### config.mk
export PLATFORM = sky130hd
export DESIGN_NAME = ssg_emb_sd_adc_integ
export DESIGN_NICKNAME = d
export VERILOG_FILES = /design/src/rtl/ssg_emb_sd_adc_pkg.sv /design/src/rtl/ssg_emb_sd_adc_mclk_gen.sv /design/src/rtl/ssg_emb_sd_adc_integ.sv
export SDC_FILE = /design/constraint.sdc
export NUM_CORES = 1
export LEC_CHECK = 0
export CORE_MARGIN = 10
export CORE_UTILIZATION = 30
export DETAILED_ROUTE_END_ITERATION = 16
export SYNTH_ARGS = -nofsm -noshare
export SYNTH_HDL_FRONTEND = slang
export SYNTH_HIERARCHICAL = 1
export SYNTH_SLANG_ARGS = --single-unit
### constraint.sdc
create_clock -name clk -period 5 [get_ports clk]
set_input_delay 1.25 -clock clk [delete_from_list [all_inputs] [get_ports clk]]
set_output_delay 1.25 -clock clk [all_outputs]
set_load 0.03 [all_outputs]
### src/rtl/ssg_emb_sd_adc_pkg.sv
// Shared constants and encodings for the sigma-delta ADC integrator channel.
package ssg_emb_sd_adc_pkg;

  localparam int ACC_W  = 22;
  localparam int M8     = 8;
  localparam int M16    = 16;
  localparam int DCNT_W = $clog2(M16);

  typedef enum logic {
    DEC_M16 = 1'b0,
    DEC_M8  = 1'b1
  } dec_rate_e;

  // Last decimation-counter value of a frame for the given rate.
  function automatic logic [DCNT_W-1:0] dec_last(input dec_rate_e r);
    return (r == DEC_M8) ? DCNT_W'(M8 - 1) : DCNT_W'(M16 - 1);
  endfunction

endpackage

### src/rtl/ssg_emb_sd_adc_mclk_gen.sv
// Modulator clock divider: produces mclk_out and a one-cycle bit_strobe per modulator bit.
module ssg_emb_sd_adc_mclk_gen #(
  parameter int CLK_DIV = 4
) (
  input  logic clk,
  input  logic reset_n,
  input  logic enable,
  output logic mclk_out,
  output logic bit_strobe
);

  localparam int               DIV_W    = $clog2(CLK_DIV);
  localparam logic [DIV_W-1:0] DIV_LAST = DIV_W'(CLK_DIV - 1);
  localparam logic [DIV_W-1:0] DIV_HALF = DIV_W'(CLK_DIV / 2);

  logic [DIV_W-1:0] div_cnt_q, div_cnt_d;
  logic             mclk_q, mclk_d;

  // mclk is registered from the next divider value so it stays glitch-free.
  always_comb begin
    div_cnt_d = '0;
    if (enable && (div_cnt_q != DIV_LAST)) div_cnt_d = div_cnt_q + DIV_W'(1);
    mclk_d = (div_cnt_d >= DIV_HALF);
  end

  always_ff @(posedge clk or negedge reset_n) begin
    if (!reset_n) begin
      div_cnt_q <= '0;
      mclk_q    <= 1'b0;
    end else begin
      div_cnt_q <= div_cnt_d;
      mclk_q    <= mclk_d;
    end
  end

  assign mclk_out   = mclk_q;
  assign bit_strobe = enable && (div_cnt_q == DIV_LAST);

endmodule

### src/rtl/ssg_emb_sd_adc_integ.sv
// Sigma-delta ADC channel front end: bit synchroniser, third-order integrator,
// decimation timing and stuck-modulator detection.
module ssg_emb_sd_adc_integ
  import ssg_emb_sd_adc_pkg::*;
#(
  parameter int CLK_DIV   = 4,
  parameter int FAULT_LEN = 64
) (
  input  logic             clk,
  input  logic             reset_n,
  input  logic             enable,
  input  logic             dec_rate,
  input  logic             mdat,
  input  logic             fault_clr,
  output logic             mclk_out,
  output logic [ACC_W-1:0] cn_out,
  output logic             cnr16,
  output logic             mod_fault
);

  localparam int               RUN_W   = $clog2(FAULT_LEN + 1);
  localparam logic [RUN_W-1:0] RUN_MAX = RUN_W'(FAULT_LEN);

  function automatic logic [RUN_W-1:0] run_sat_inc(input logic [RUN_W-1:0] v);
    return (v == RUN_MAX) ? v : v + RUN_W'(1);
  endfunction

  logic              bit_strobe;
  logic [1:0]        sync_q;
  logic              mdat_s;
  logic [ACC_W-1:0]  acc1_q, acc1_d, acc2_q, acc2_d, acc3_q, acc3_d;
  logic [DCNT_W-1:0] dec_cnt_q, dec_cnt_d;
  dec_rate_e         m_sel_q, m_sel_d;
  logic              en_q, frame_wrap;
  logic              strb_p1_q, vld_p1_q, vld_p2_q;
  logic [ACC_W-1:0]  cn_out_q, cn_out_d;
  logic [RUN_W-1:0]  run_cnt_q, run_cnt_d, run_next;
  logic              last_bit_q, last_bit_d;
  logic              mod_fault_q, mod_fault_d, fault_set;

  ssg_emb_sd_adc_mclk_gen #(.CLK_DIV(CLK_DIV)) u_mclk_gen (
    .clk        (clk),
    .reset_n    (reset_n),
    .enable     (enable),
    .mclk_out   (mclk_out),
    .bit_strobe (bit_strobe)
  );

  assign mdat_s     = sync_q[1];
  assign frame_wrap = bit_strobe && (dec_cnt_q == dec_last(m_sel_q));

  // Stage p0: integrator cascade, frame counter and run-length tracking.
  // Each stage adds the freshly updated upstream sum, so after n ones cn = n(n+1)(n+2)/6.
  always_comb begin
    acc1_d    = acc1_q;
    acc2_d    = acc2_q;
    acc3_d    = acc3_q;
    dec_cnt_d = dec_cnt_q;
    m_sel_d   = m_sel_q;
    if (!enable) begin
      acc1_d    = '0;
      acc2_d    = '0;
      acc3_d    = '0;
      dec_cnt_d = '0;
    end else if (bit_strobe) begin
      acc1_d    = acc1_q + ACC_W'(mdat_s);
      acc2_d    = acc2_q + acc1_d;
      acc3_d    = acc3_q + acc2_d;
      dec_cnt_d = frame_wrap ? '0 : dec_cnt_q + DCNT_W'(1);
    end
    if ((enable && !en_q) || frame_wrap) m_sel_d = dec_rate_e'(dec_rate);

    run_next    = ((run_cnt_q != '0) && (mdat_s == last_bit_q)) ? run_sat_inc(run_cnt_q)
                                                                : RUN_W'(1);
    fault_set   = bit_strobe && (run_next == RUN_MAX);
    run_cnt_d   = fault_clr ? '0 : (bit_strobe ? run_next : run_cnt_q);
    last_bit_d  = bit_strobe ? mdat_s : last_bit_q;
    mod_fault_d = fault_set ? 1'b1 : (fault_clr ? 1'b0 : mod_fault_q);

    cn_out_d = cn_out_q;
    if (!enable)        cn_out_d = '0;
    else if (strb_p1_q) cn_out_d = acc3_q;
  end

  always_ff @(posedge clk or negedge reset_n) begin
    if (!reset_n) begin
      sync_q      <= '0;
      acc1_q      <= '0;
      acc2_q      <= '0;
      acc3_q      <= '0;
      dec_cnt_q   <= '0;
      m_sel_q     <= DEC_M16;
      en_q        <= 1'b0;
      run_cnt_q   <= '0;
      last_bit_q  <= 1'b0;
      mod_fault_q <= 1'b0;
      strb_p1_q   <= 1'b0;
      vld_p1_q    <= 1'b0;
      vld_p2_q    <= 1'b0;
      cn_out_q    <= '0;
    end else begin
      sync_q      <= {sync_q[0], mdat};
      acc1_q      <= acc1_d;
      acc2_q      <= acc2_d;
      acc3_q      <= acc3_d;
      dec_cnt_q   <= dec_cnt_d;
      m_sel_q     <= m_sel_d;
      en_q        <= enable;
      run_cnt_q   <= run_cnt_d;
      last_bit_q  <= last_bit_d;
      mod_fault_q <= mod_fault_d;
      // Stage p1: capture acc3 after the strobe update.
      strb_p1_q   <= bit_strobe;
      vld_p1_q    <= frame_wrap;
      cn_out_q    <= cn_out_d;
      // Stage p2: decimation pulse aligned with the frame's final cn_out.
      vld_p2_q    <= enable && vld_p1_q;
    end
  end

  assign cn_out    = cn_out_q;
  assign cnr16     = vld_p2_q;
  assign mod_fault = mod_fault_q;

endmodule

Yosys cells after proc, flatten, opt, wreduce, memory -nomap -nowiden
Index checks and enable logic that the tools add are counted.

cells by class
  reduce and logical (&&, ||, !) cells = 12
  muxes and demuxes = 19
  $lt $le $gt $ge = 1
  add/subtract/negate cells = 6
  equality and inequality tests = 8

operator list
  operator                                                  count
  2-to-1 mux 22 bit                                         8
  adder 22 bit                                              2
  2-to-1 mux 7 bit                                          4
  adder 22 x 1 -> 22 bit                                    1
  2-to-1 mux 4 bit                                          4
  equality test 7 bit, second input constant                2
  adder 7 x 1 -> 7 bit, second input constant               1
  logical AND 1 bit                                         7
  nonzero test 7 bit                                        1
  adder 4 x 1 -> 4 bit, second input constant               1
  equality test 4 bit                                       1
  != test 2 x 1 -> 1 bit, second input constant             2
  nonzero test 2 bit                                        2
  adder 2 x 1 -> 2 bit, second input constant               1
  equality test 2 bit, second input constant                1
  greater-or-equal comparator 2 bit, second input constant  1
  2-to-1 mux 1 bit                                          2
  2-to-1 mux 2 bit                                          1
  != test 2 bit, second input constant                      1
  equality test 1 bit                                       1
  zero test 1 bit                                           1
  logical OR 1 bit                                          1

storage, ports and cells
  bits of input ports = 6
  word-level logic and storage cells = 62
  output and inout port bits = 25
  flip-flop bits (word level) = 111

Logic depth before layout (Yosys ltp)
Gate-level depths: netlist (run 1).

  word-level depth = 6
  depth in mapped cells = 24
  depth with buffers taken out = 23

Hierarchy
The synthesis (run 1) kept the hierarchy.

modules (own cells, without submodules)
  module                   area an instance (um2)  seq. area each (um2)  instances  cells an instance
  ssg_emb_sd_adc_integ     6834.1                  2702.6                1          729
  ssg_emb_sd_adc_mclk_gen  125.1                   75.1                  1          8

Worst setup path after synthesis (run 1)
No wires, ideal clock.

  path kind = flip-flop to flip-flop
  start point = register sync_q[1]
  end point = register acc3_q[21]
  stages on the path, launching flop included = 23
  period minus slack after synthesis = 4659 ps
  data required time = 4877 ps
  library setup time = 123 ps
  arrival = 4536 ps
  path slack = 341 ps
  buffers on the path = 0
  cell sequence = dfrtp_1 > ha_1 > nand4_1 > nor3_1 > and3_1 > and3_1 > xor2_1 > ha_1 > and3_1 > and3_1 > a22o_1 > a31oi_1 > nand2b_1 > a21oi_1 > xnor2_1 > ha_1 > o21a_1 > o21ai_0 > o31ai_1 > o41ai_1 > xor2_1 > nor2_2 > mux2i_1

between the ends
  longest elaborated chain between the ends = 5

ends and longest elaborated chain
  element                 RTL line                     RTL
  start, declared         ssg_emb_sd_adc_integ.sv:29   logic [1:0] sync_q;
  start signal, assigned  ssg_emb_sd_adc_integ.sv:102  sync_q <= {sync_q[0], mdat};
  adder 22 x 1 -> 22 bit  ssg_emb_sd_adc_integ.sv:66   acc1_d = acc1_q + ACC_W'(mdat_s);
  adder 22 bit            ssg_emb_sd_adc_integ.sv:67   acc2_d = acc2_q + acc1_d;
  adder 22 bit            ssg_emb_sd_adc_integ.sv:68   acc3_d = acc3_q + acc2_d;
  2-to-1 mux 22 bit       ssg_emb_sd_adc_integ.sv:65   end else if (bit_strobe) begin
  2-to-1 mux 22 bit       ssg_emb_sd_adc_integ.sv:60   if (!enable) begin
  end signal, assigned    ssg_emb_sd_adc_integ.sv:90   acc3_q <= '0;
  end signal, assigned    ssg_emb_sd_adc_integ.sv:105  acc3_q <= acc3_d;
  end, declared           ssg_emb_sd_adc_integ.sv:31   logic [ACC_W-1:0] acc1_q, acc1_d, acc2_q, acc2_d, acc3_q, acc3_d;

No other way between the ends. The select of a mux whose other input is x is not followed.
A chain may end at the register's enable or synchronous reset.

Final worst setup path (run 1)
Ends and elaborated chain as after synthesis.

==> run metrics, run 1 <==
status finished clean; fin util 0.354; final WL 14600 µm; antenna viol nets, final 0; First-pass DRT Iterations 4; FFs w/ async S/R, synth 1.00; cell leakage power 3.71 nW; post-synthesis cell area 0.00696 mm²; FMAX 209 MHz; fin crit share 0.959; FP Rows 55; Mean Syn Cell Area 9.44 µm²; core area 0.0227 mm²; total CTS buffers 9; CP startpoint kind register; Unique masters post-synth 56; Initial Utilization 0.306; ys flop type dfrtp_1; chip height 172 µm; peak supply drop 0.000162 V; Sink Count 111; commonest non-fill, non-tap cell in the layout nor2_1; vias in the first global route 5207; Worst Hold Class reg -> reg; critical path's top delay family compound AO/OA/AOI/OAI gates; Area Overhead vs Synth 15.7%; initial antenna violation count 0; final setup fails 0; RSZ-0062 raised after global routing true; worst-path fanout max 5; io pins 31; layout cells sized above 1 0.0861; Die W 172 µm; Port Buffers 30; Buf/Inv on CP 1; number of remaining DRC errors 0; Setup TNS Final 0 ps; Global Route Usage Sum 0.104; largest net degree at the start of global routing 45; Worst Path Arrival 5080 ps; Final min period 4800 ps; post-DP HPWL 10600 µm; DR iter-0 viols 265; GPL Wtd Cong 0.807; flops & latches, synth 111; register area share after synthesis 0.399; maximum buffer depth of the clock tree 2; nets@finish 832; slowest CP cell dfrtp_2; WL per Instance 13.7 µm; placed cells 1045; CP endpoint kind register; critical path required time 5280 ps; Worst-path clk slew 80 ps; root buf cell clkbuf_16; Setup Crit Path Kind reg -> reg; DP Worst Slack -18.2 ps; worst setup margin 205 ps; Worst Max-Slew Pin Slew 790 ps; EDFF count, synth 0; Syn Inst Count 737; via count 5221; Slew Viols, Final 0; final hold violations 0; CTS tree done; global-route wire length before repair 25300 µm; H-tree depth 3; Max Cap Viol 0; syn nets 796; # fillers 2290; DIE AREA 0.0297 mm²; Worst-Skew Late Latency 360 ps; Yosys warning count 6; Design Power 1.73 mW; total grt overflow 0; post-route non-filler standard cell count 1063; ant diodes 0; crit-path max cell delay 420 ps; Max-slew headroom 0.472; Avg Vias per Cell 4.91; worst path cell trace ha_1 -> nand4_1 -> buf_4 -> nor2_1 -> xor2_1 -> ha_1 -> o21a_1 -> nor2_1 -> a21oi_4 -> a31oi_2 -> xnor2_1 -> ha_1 -> and3_1 -> and3_1 -> a32oi_2 -> and3_1 -> o31ai_1 -> o41ai_1 -> xor2_1 -> nor2_2 -> mux2i_1; most frequent cells in the layout nor2_1, dfrtp_1, mux2i_1; Pwr Density 214 mW/mm²; skew final 11.4 ps
[cell usage after synthesis (all sizes together), types with 2 or more instances]
cell type / count / share of area
a211oi: 8 / 0.0086
a21o: 14 / 0.015
a21oi: 51 / 0.037
a22o: 3 / 0.0038
a31oi: 6 / 0.0054
and2: 5 / 0.0047
and3: 16 / 0.014
and3b: 2 / 0.0025
and4: 2 / 0.0025
buf: 8 / 0.0047
clkbuf: 17 / 0.0092
clkinv: 3 / 0.0016
dfrtp: 111 / 0.40
fa: 2 / 0.0058
ha: 51 / 0.092
inv: 11 / 0.0059
mux2: 2 / 0.0032
mux2i: 55 / 0.079
nand2: 50 / 0.027
nand2b: 10 / 0.0090
nand3: 18 / 0.014
nand4: 7 / 0.0072
nor2: 118 / 0.064
nor2b: 5 / 0.0045
nor3: 10 / 0.0088
nor3b: 8 / 0.0093
o2111ai: 2 / 0.0025
o211ai: 3 / 0.0032
o21a: 4 / 0.0043
o21ai: 29 / 0.021
o21bai: 2 / 0.0022
o31ai: 3 / 0.0032
o41ai: 2 / 0.0025
or2: 2 / 0.0018
or3: 5 / 0.0045
xnor2: 44 / 0.056
xor2: 39 / 0.049
[path summary, 6_finish.rpt]
path,start,endpoint,slack [ps],cells past startpoint
max,sync_q[1],acc3_q[21],200,21
min,sync_q[0],sync_q[1],350,0
max reg2reg,sync_q[1],acc3_q[21],200,21
min reg2reg,sync_q[0],sync_q[1],350,0
max in group asynchronous,reset_n,acc3_q[0],3170,2
min in group asynchronous,reset_n,run_cnt_q[4],870,1
[cell type report]
cell class                 count  area [µm²]  area share
multi-input combinational    587        4130       0.514
sequential                   111        2780       0.345
timing repair buffer          50         448      0.0556
tap                          285         357      0.0443
clock buffer                  10         229      0.0284
inverter                      14        52.6     0.00653
clock inverter                 6        51.3     0.00637
[sequential cells by signal (all words and copies together), names as in the netlist, 2 cells and up]
| signal | cells |
|---|---|
| cn_out | 22 |
| sync_q | 2 |
| acc2_q | 22 |
| acc1_q | 22 |
| dec_cnt_q | 4 |
| run_cnt_q | 7 |
| u_mclk_gen/div_cnt_q | 2 |
| acc3_q | 22 |
[stage by stage]
stage               hold WS, ps  cell area, µm²
finish                      353            8050
floorplan                   331            6960
global placement            342            7650
detailed placement          339            7650
CTS                         356            7950
global route                363            8050
[report_power, final]
group          leakage (nW)  internal [mW]  total [mW]  switching, mW
logic                  2.04         0.0372       0.108         0.0704
clock network         0.134          0.347       0.697          0.350
registers              1.54          0.910       0.922         0.0119
[cells by family (layout without fill, tap and decap cells)]
logic type               Yosys count  after routing  share of synthesized area
AO/OA/AOI/OAI                    135            135                      0.119
XOR/XNOR                          83             83                      0.106
adder cells (fa/ha/maj)           53             53                     0.0974
buffers and inverters             39             80                     0.0214
flip-flops                       111            111                      0.399
multiplexers                      57             57                     0.0823
AND/OR/NAND/NOR                  259            259                      0.175
[layer usage]
metal | global-route usage | wire (µm) | part of all wire | up-vias
met2 | 0.163 | 6500 | 0.44 | 74
li1 | - | - | - | 2649
met4 | 0.0326 | 228 | 0.016 | 0
met1 | 0.139 | 7350 | 0.50 | 2481
met5 | 0 | 0 | 0 | -
met3 | 0.0223 | 530 | 0.036 | 17
[repair_timing]
item | in CTS | in global routing
endpoints found under the hold margin | 0 | 0
pin swaps | 0 | 10
endpoints found under the setup margin | 1 | 6
buffers inserted | 0 | 2
gates resized for setup | 2 | 19
hold buffers | 0 | 0
[worst register-to-register path, cell delays in order (launching register included)]
cell	delay, ps
dfrtp_2	420
ha_1	200
nand4_1	160
buf_4	190
nor2_1	180
xor2_1	200
ha_1	310
o21a_1	210
nor2_1	180
a21oi_4	80
a31oi_2	240
xnor2_1	210
ha_1	340
and3_1	210
and3_1	200
a32oi_2	290
and3_1	230
o31ai_1	100
o41ai_1	380
xor2_1	130
nor2_2	110
mux2i_1	180
Note: power is estimated with default switching activity, not from simulation.
==> run 2: changes to the inputs <==
--- a/config.mk
+++ b/config.mk
@@ -8,6 +8,7 @@
 export CORE_MARGIN = 10
 export CORE_UTILIZATION = 30
 export DETAILED_ROUTE_END_ITERATION = 16
+export PLACE_DENSITY_LB_ADDON = 0.12
 export SYNTH_ARGS = -nofsm -noshare
 export SYNTH_HDL_FRONTEND = slang
 export SYNTH_HIERARCHICAL = 1
==> run 2 against run 1 <==
Compared with the run above:
- worst hold slack is essentially flat
- wire length rose by 11%
- count of clock-buffer cells in the layout rose by 1
- register-to-register slack improved by 30 ps
- total power rose by 8.1%
- critical endpoint unchanged
==> run metrics, run 2 (synthesis results as in run 1) <==
status finished clean (unchanged); crit-path max cell delay 560 ps (was 420 ps); Max-slew headroom 0.469 (was 0.472); FP Rows 55 (unchanged); Setup Crit Path Kind reg -> reg (unchanged); final non-filler cell area 0.00830 mm² (was 0.00805 mm²); most frequent cells in the layout nor2_1, dfrtp_1, mux2i_1 (unchanged); DR iter-0 viols 345 (was 265); WL per Instance 15.1 µm (was 13.7 µm); total CTS buffers 9 (unchanged); hold slack 353 ps (about the same); worst-path fanout max 4 (was 5); cell leakage power 3.81 nW (was 3.71 nW); antenna viol nets, final 0 (unchanged); fin crit share 0.953 (was 0.959); Die W 172 µm (unchanged); Worst-path clk slew 70 ps (was 80 ps); most used cell, CP ha_1; peak supply drop 0.000110 V (was 0.000162 V); layout cells sized above 1 0.110 (was 0.0861); Buf/Inv on CP 1 (unchanged); Sink Count 111 (unchanged); Post-CTS Hold Buffers 0 (unchanged); hold path depth 0 (unchanged); H-tree depth 3 (unchanged); DIE AREA 0.0297 mm² (unchanged); commonest non-fill, non-tap cell in the layout nor2_1 (unchanged); CTS tree done (unchanged); core area 0.0227 mm² (unchanged); number of remaining DRC errors 0 (unchanged); Port Buffers 30 (unchanged); R2R Setup Slk 230 ps (was 200 ps); CP endpoint kind register (unchanged); Worst-Skew Late Latency 350 ps (was 360 ps); critical path required time 5240 ps (was 5280 ps); total grt overflow 0 (unchanged); GR met3 Demand/Resource 0.0203 (was 0.0223); post-route non-filler standard cell count 1074 (was 1063); Pwr Density 225 mW/mm² (was 214 mW/mm²); Area Overhead vs Synth 19.2% (was 15.7%); worst path cell trace ha_4 -> nand3_2 -> or4_4 -> nor2_4 -> xor2_2 -> ha_1 -> and3_4 -> and3_1 -> a22o_1 -> a31oi_1 -> buf_4 -> nand2b_1 -> a21oi_1 -> xnor2_1 -> ha_1 -> nor2_1 -> nand3_1 -> o21ai_2 -> o31ai_1 -> o41ai_1 -> xor2_1 -> nor2_2 -> mux2i_1 (was ha_1 -> nand4_1 -> buf_4 -> nor2_1 -> xor2_1 -> ha_1 -> o21a_1 -> nor2_1 -> a21oi_4 -> a31oi_2 -> xnor2_1 -> ha_1 -> and3_1 -> and3_1 -> a32oi_2 -> and3_1 -> o31ai_1 -> o41ai_1 -> xor2_1 -> nor2_2 -> mux2i_1); DP Area 0.00766 mm² (was 0.00765 mm²); Final min period 4770 ps (was 4800 ps); First-pass DRT Iterations 4 (unchanged); Worst Max-Slew Pin Slew 796 ps (was 790 ps); ant diodes 0 (unchanged); met1 GRT Util 0.149 (was 0.139); DP Worst Slack -60.0 ps (was -18.2 ps); root buf cell clkbuf_16 (unchanged); chip height 172 µm (unchanged); largest net degree at the start of global routing 76 (was 45); Slew Viols, Final 0 (unchanged); io pins 31 (unchanged); Max Cap Viol 0 (unchanged); post-DP HPWL 11500 µm (was 10600 µm); Worst path depth 23 (was 21); worst setup margin 234 ps (was 205 ps); critical path's top delay family simple AND/OR/NAND/NOR gates (was compound AO/OA/AOI/OAI gates); R2R cell count 23 (was 21); Worst Path Arrival 5010 ps (was 5080 ps); CP startpoint kind register (unchanged); maximum buffer depth of the clock tree 2 (unchanged); GRT met2 Usage 0.183 (was 0.163); Worst Hold Class reg -> reg (unchanged); slowest CP cell or4_4 (was dfrtp_2); global-route wire length before repair 27000 µm (was 25300 µm); via count 5287 (was 5221); Design Power 1.87 mW (was 1.73 mW); GRT busiest layer met2 (unchanged); final setup fails 0 (unchanged); Initial Utilization 0.306 (unchanged); GPL Wtd Cong 0.916 (was 0.807); final WL 16200 µm (was 14600 µm); nets@finish 843 (was 832); Global Route Usage Sum 0.113 (was 0.104); vias in the first global route 5292 (was 5207); FMAX 210 MHz (was 209 MHz); initial antenna violation count 0 (unchanged); skew final 13.1 ps (was 11.4 ps); placed cells 1043 (was 1045); Avg Vias per Cell 4.92 (was 4.91); final hold violations 0 (unchanged)
-- run 2: cell count changes in the layout (fill, tap and decap cells not counted), sizes merged --
cell      previous run  this run
buf                 21        32
clkinvlp             1         0
clkbuf              10        11
bufinv               0         3
inv                 16        13
-- run 2: metrics by stage --
stage	setup TNS, ps	util
after global routing	-78.5	0.365
after detailed placement	-60.0	0.337
after global placement	0	0.337
after CTS	0	0.352
final	0	0.365
after floorplan	0	-
-- run 2: worst paths after layout --
kind | startpoint | to
worst max register to register | acc1_q[0] | acc3_q[21]
worst min register to register | sync_q[0] | sync_q[1]
min in group asynchronous | reset_n | run_cnt_q[5]
worst max-delay path | acc1_q[0] | acc3_q[21]
max in group asynchronous | reset_n | sync_q[1]
worst min-delay path | sync_q[0] | sync_q[1]
-- run 2: per-layer routing --
layer	vias up	wire length, µm
met1	2554	7970
li1	2657	-
met5	-	0
met2	66	7660
met4	0	155
met3	10	441
-- run 2: layout make-up --
cell class	instances	area, µm²
Fill cell	2273	14400
Multi-Input combinational cell	587	4210
Sequential cell	111	2780
Timing Repair Buffer	61	559
Tap cell	285	357
Clock buffer	11	233
Clock inverter	5	104
Inverter	14	52.6
-- run 2: report_power, final --
group	switching [mW]	internal, mW
Combinational	0.0740	0.0396
Clock	0.339	0.492
Sequential	0.0108	0.910
-- run 2: what timing repair did --
action / CTS / global route
setup endpoints to repair: 2 / 6
gates resized for setup: 2 / 34
endpoints found under the hold margin: 0 / 0
setup buffers: 0 / 15
pin swaps: 0 / 21
==> run 3: changes to the inputs <==
--- a/config.mk
+++ b/config.mk
@@ -9,6 +9,8 @@
 export CORE_UTILIZATION = 30
 export DETAILED_ROUTE_END_ITERATION = 16
 export PLACE_DENSITY_LB_ADDON = 0.12
+export REMOVE_ABC_BUFFERS = 1
+export SKIP_LAST_GASP = 1
 export SYNTH_ARGS = -nofsm -noshare
 export SYNTH_HDL_FRONTEND = slang
 export SYNTH_HIERARCHICAL = 1
==> run 3 against run 2 <==
Compared with the run above:
- cell count is 0.65% lower
- combinational power shrank 4%
- first-iteration DRC count down 5.8%
- wire length fell by 0.58%
==> run metrics, run 3 (synthesis results as in run 1) <==
status finished clean (unchanged); total grt overflow 0 (unchanged); CP endpoint kind register (unchanged); via count 5281 (was 5287); critical path required time 5250 ps (was 5240 ps); R2R cell count 21 (was 23); post-DP HPWL 11800 µm (was 11500 µm); GR met3 Demand/Resource 0.0169 (was 0.0203); Avg Vias per Cell 4.95 (was 4.92); multi-input logic area 0.00411 mm² (was 0.00421 mm²); FF-to-FF End acc3_q[21] (unchanged); total CTS buffers 9 (unchanged); worst setup margin 282 ps (was 234 ps); placed cells 1048 (was 1043); Area Overhead vs Synth 16.1% (was 19.2%); global-route wire length before repair 27300 µm (was 27000 µm); io pins 31 (unchanged); First-pass DRT Iterations 4 (unchanged); GRT busiest layer met2 (unchanged); vias in the first global route 5338 (was 5292); Slew Viols, Final 0 (unchanged); DP Area 0.00768 mm² (was 0.00766 mm²); Worst Max-Slew Pin Slew 848 ps (was 796 ps); Worst setup endpoint acc3_q[21] (unchanged); final non-filler cell area 0.00808 mm² (was 0.00830 mm²); CP startpoint kind register (unchanged); core area 0.0227 mm² (unchanged); hold path depth 0 (unchanged); maximum buffer depth of the clock tree 2 (unchanged); worst-path fanout max 5 (was 4); met1 GRT Util 0.156 (was 0.149); nets@finish 836 (was 843); GPL Wtd Cong 0.857 (was 0.916); Die W 172 µm (unchanged); Initial Utilization 0.306 (unchanged); fin util 0.356 (was 0.365); WL per Instance 15.1 µm (about the same); FP Rows 55 (unchanged); Worst Path Arrival 4960 ps (was 5010 ps); most frequent cells in the layout nor2_1, dfrtp_1, mux2i_1 (unchanged); skew final 11.5 ps (was 13.1 ps); Pwr Density 223 mW/mm² (was 225 mW/mm²); Max-slew headroom 0.431 (was 0.469); Final min period 4720 ps (was 4770 ps); Post-CTS Hold Buffers 0 (unchanged); layout cells sized above 1 0.0831 (was 0.110); fin crit share 0.944 (was 0.953); Port Buffers 30 (unchanged); Design Power 1.80 mW (was 1.87 mW); antenna viol nets, final 0 (unchanged); commonest non-fill, non-tap cell in the layout nor2_1 (unchanged); final setup fails 0 (unchanged); DP Worst Slack 54.3 ps (was -60.0 ps); first element of the critical path sync_q[1] (was acc1_q[0]); DR iter-0 viols 325 (was 345); Worst-path clk slew 80 ps (was 70 ps); chip height 172 µm (unchanged); initial antenna violation count 0 (unchanged); Global Route Usage Sum 0.114 (was 0.113); cell leakage power 3.74 nW (was 3.81 nW); Setup Crit Path Kind reg -> reg (unchanged); FMAX 212 MHz (was 210 MHz); H-tree depth 3 (unchanged); Worst-Skew Late Latency 360 ps (was 350 ps); flip-flop and latch area 0.00278 mm² (about the same); number of remaining DRC errors 0 (unchanged); Sink Count 111 (unchanged); peak supply drop 0.000149 V (was 0.000110 V); Worst Hold Class reg -> reg (unchanged); CTS tree done (unchanged); root buf cell clkbuf_16 (unchanged); final WL 16100 µm (was 16200 µm); post-route non-filler standard cell count 1067 (was 1074); GRT met2 Usage 0.178 (was 0.183); DIE AREA 0.0297 mm² (unchanged); largest net degree at the start of global routing 43 (was 76); R2R Setup Slk 280 ps (was 230 ps); ant diodes 0 (unchanged); Reg-to-Reg Start sync_q[1] (was acc1_q[0]); hold slack 357 ps (was 353 ps); # fillers 2289 (was 2273); Setup TNS Final 0 ps (unchanged); Max Cap Viol 0 (unchanged); RSZ-0062 raised after global routing true; final hold violations 0 (unchanged)
-- run 3: worst min path at each step --
stage,start,slack (ps),to
final,sync_q[0],360,sync_q[1]
after global routing,sync_q[0],370,sync_q[1]
after CTS,sync_q[0],360,sync_q[1]
after detailed placement,sync_q[0],350,sync_q[1]
after global placement,sync_q[0],340,sync_q[1]
after floorplan,sync_q[0],330,sync_q[1]
-- run 3: cell type report --
type | instances | share of cell area
Clock inverter | 7 | 0.0107
Sequential cell | 111 | 0.344
Timing Repair Buffer | 54 | 0.0591
Inverter | 14 | 0.00650
Tap cell | 285 | 0.0441
Clock buffer | 9 | 0.0279
Multi-Input combinational cell | 587 | 0.508
-- run 3: layer usage --
metal	up-vias	share of wire
li1	2651	-
met1	2535	0.50
met2	72	0.44
met3	23	0.038
met4	0	0.020
met5	-	0
-- run 3: power by group --
group	internal (mW)	leakage, nW	switching (mW)
clock	0.401	0.150	0.368
combinational	0.0371	2.05	0.0730
sequential	0.909	1.54	0.0109
-- run 3: timing repair --
item | in CTS | in global routing
resized for setup | 0 | 15
setup endpoints to repair | 0 | 6
buffers inserted | 0 | 3
-- run 3: worst max-delay path, stage by stage, from the launching register on --
cell and delay (ps):
dfrtp_1 430, ha_4 190, nand3_2 90, buf_4 160
nor2_1 200, xor2_1 230, ha_1 300, a21oi_1 170
nor3b_1 200, a21oi_1 130, a31oi_1 270, xnor2_1 210
ha_1 340, and3_1 200, and3_1 190, a32oi_1 250
and3_1 250, o31ai_2 110, o41ai_2 260, xor2_1 210
nor2_2 60, mux2i_1 130
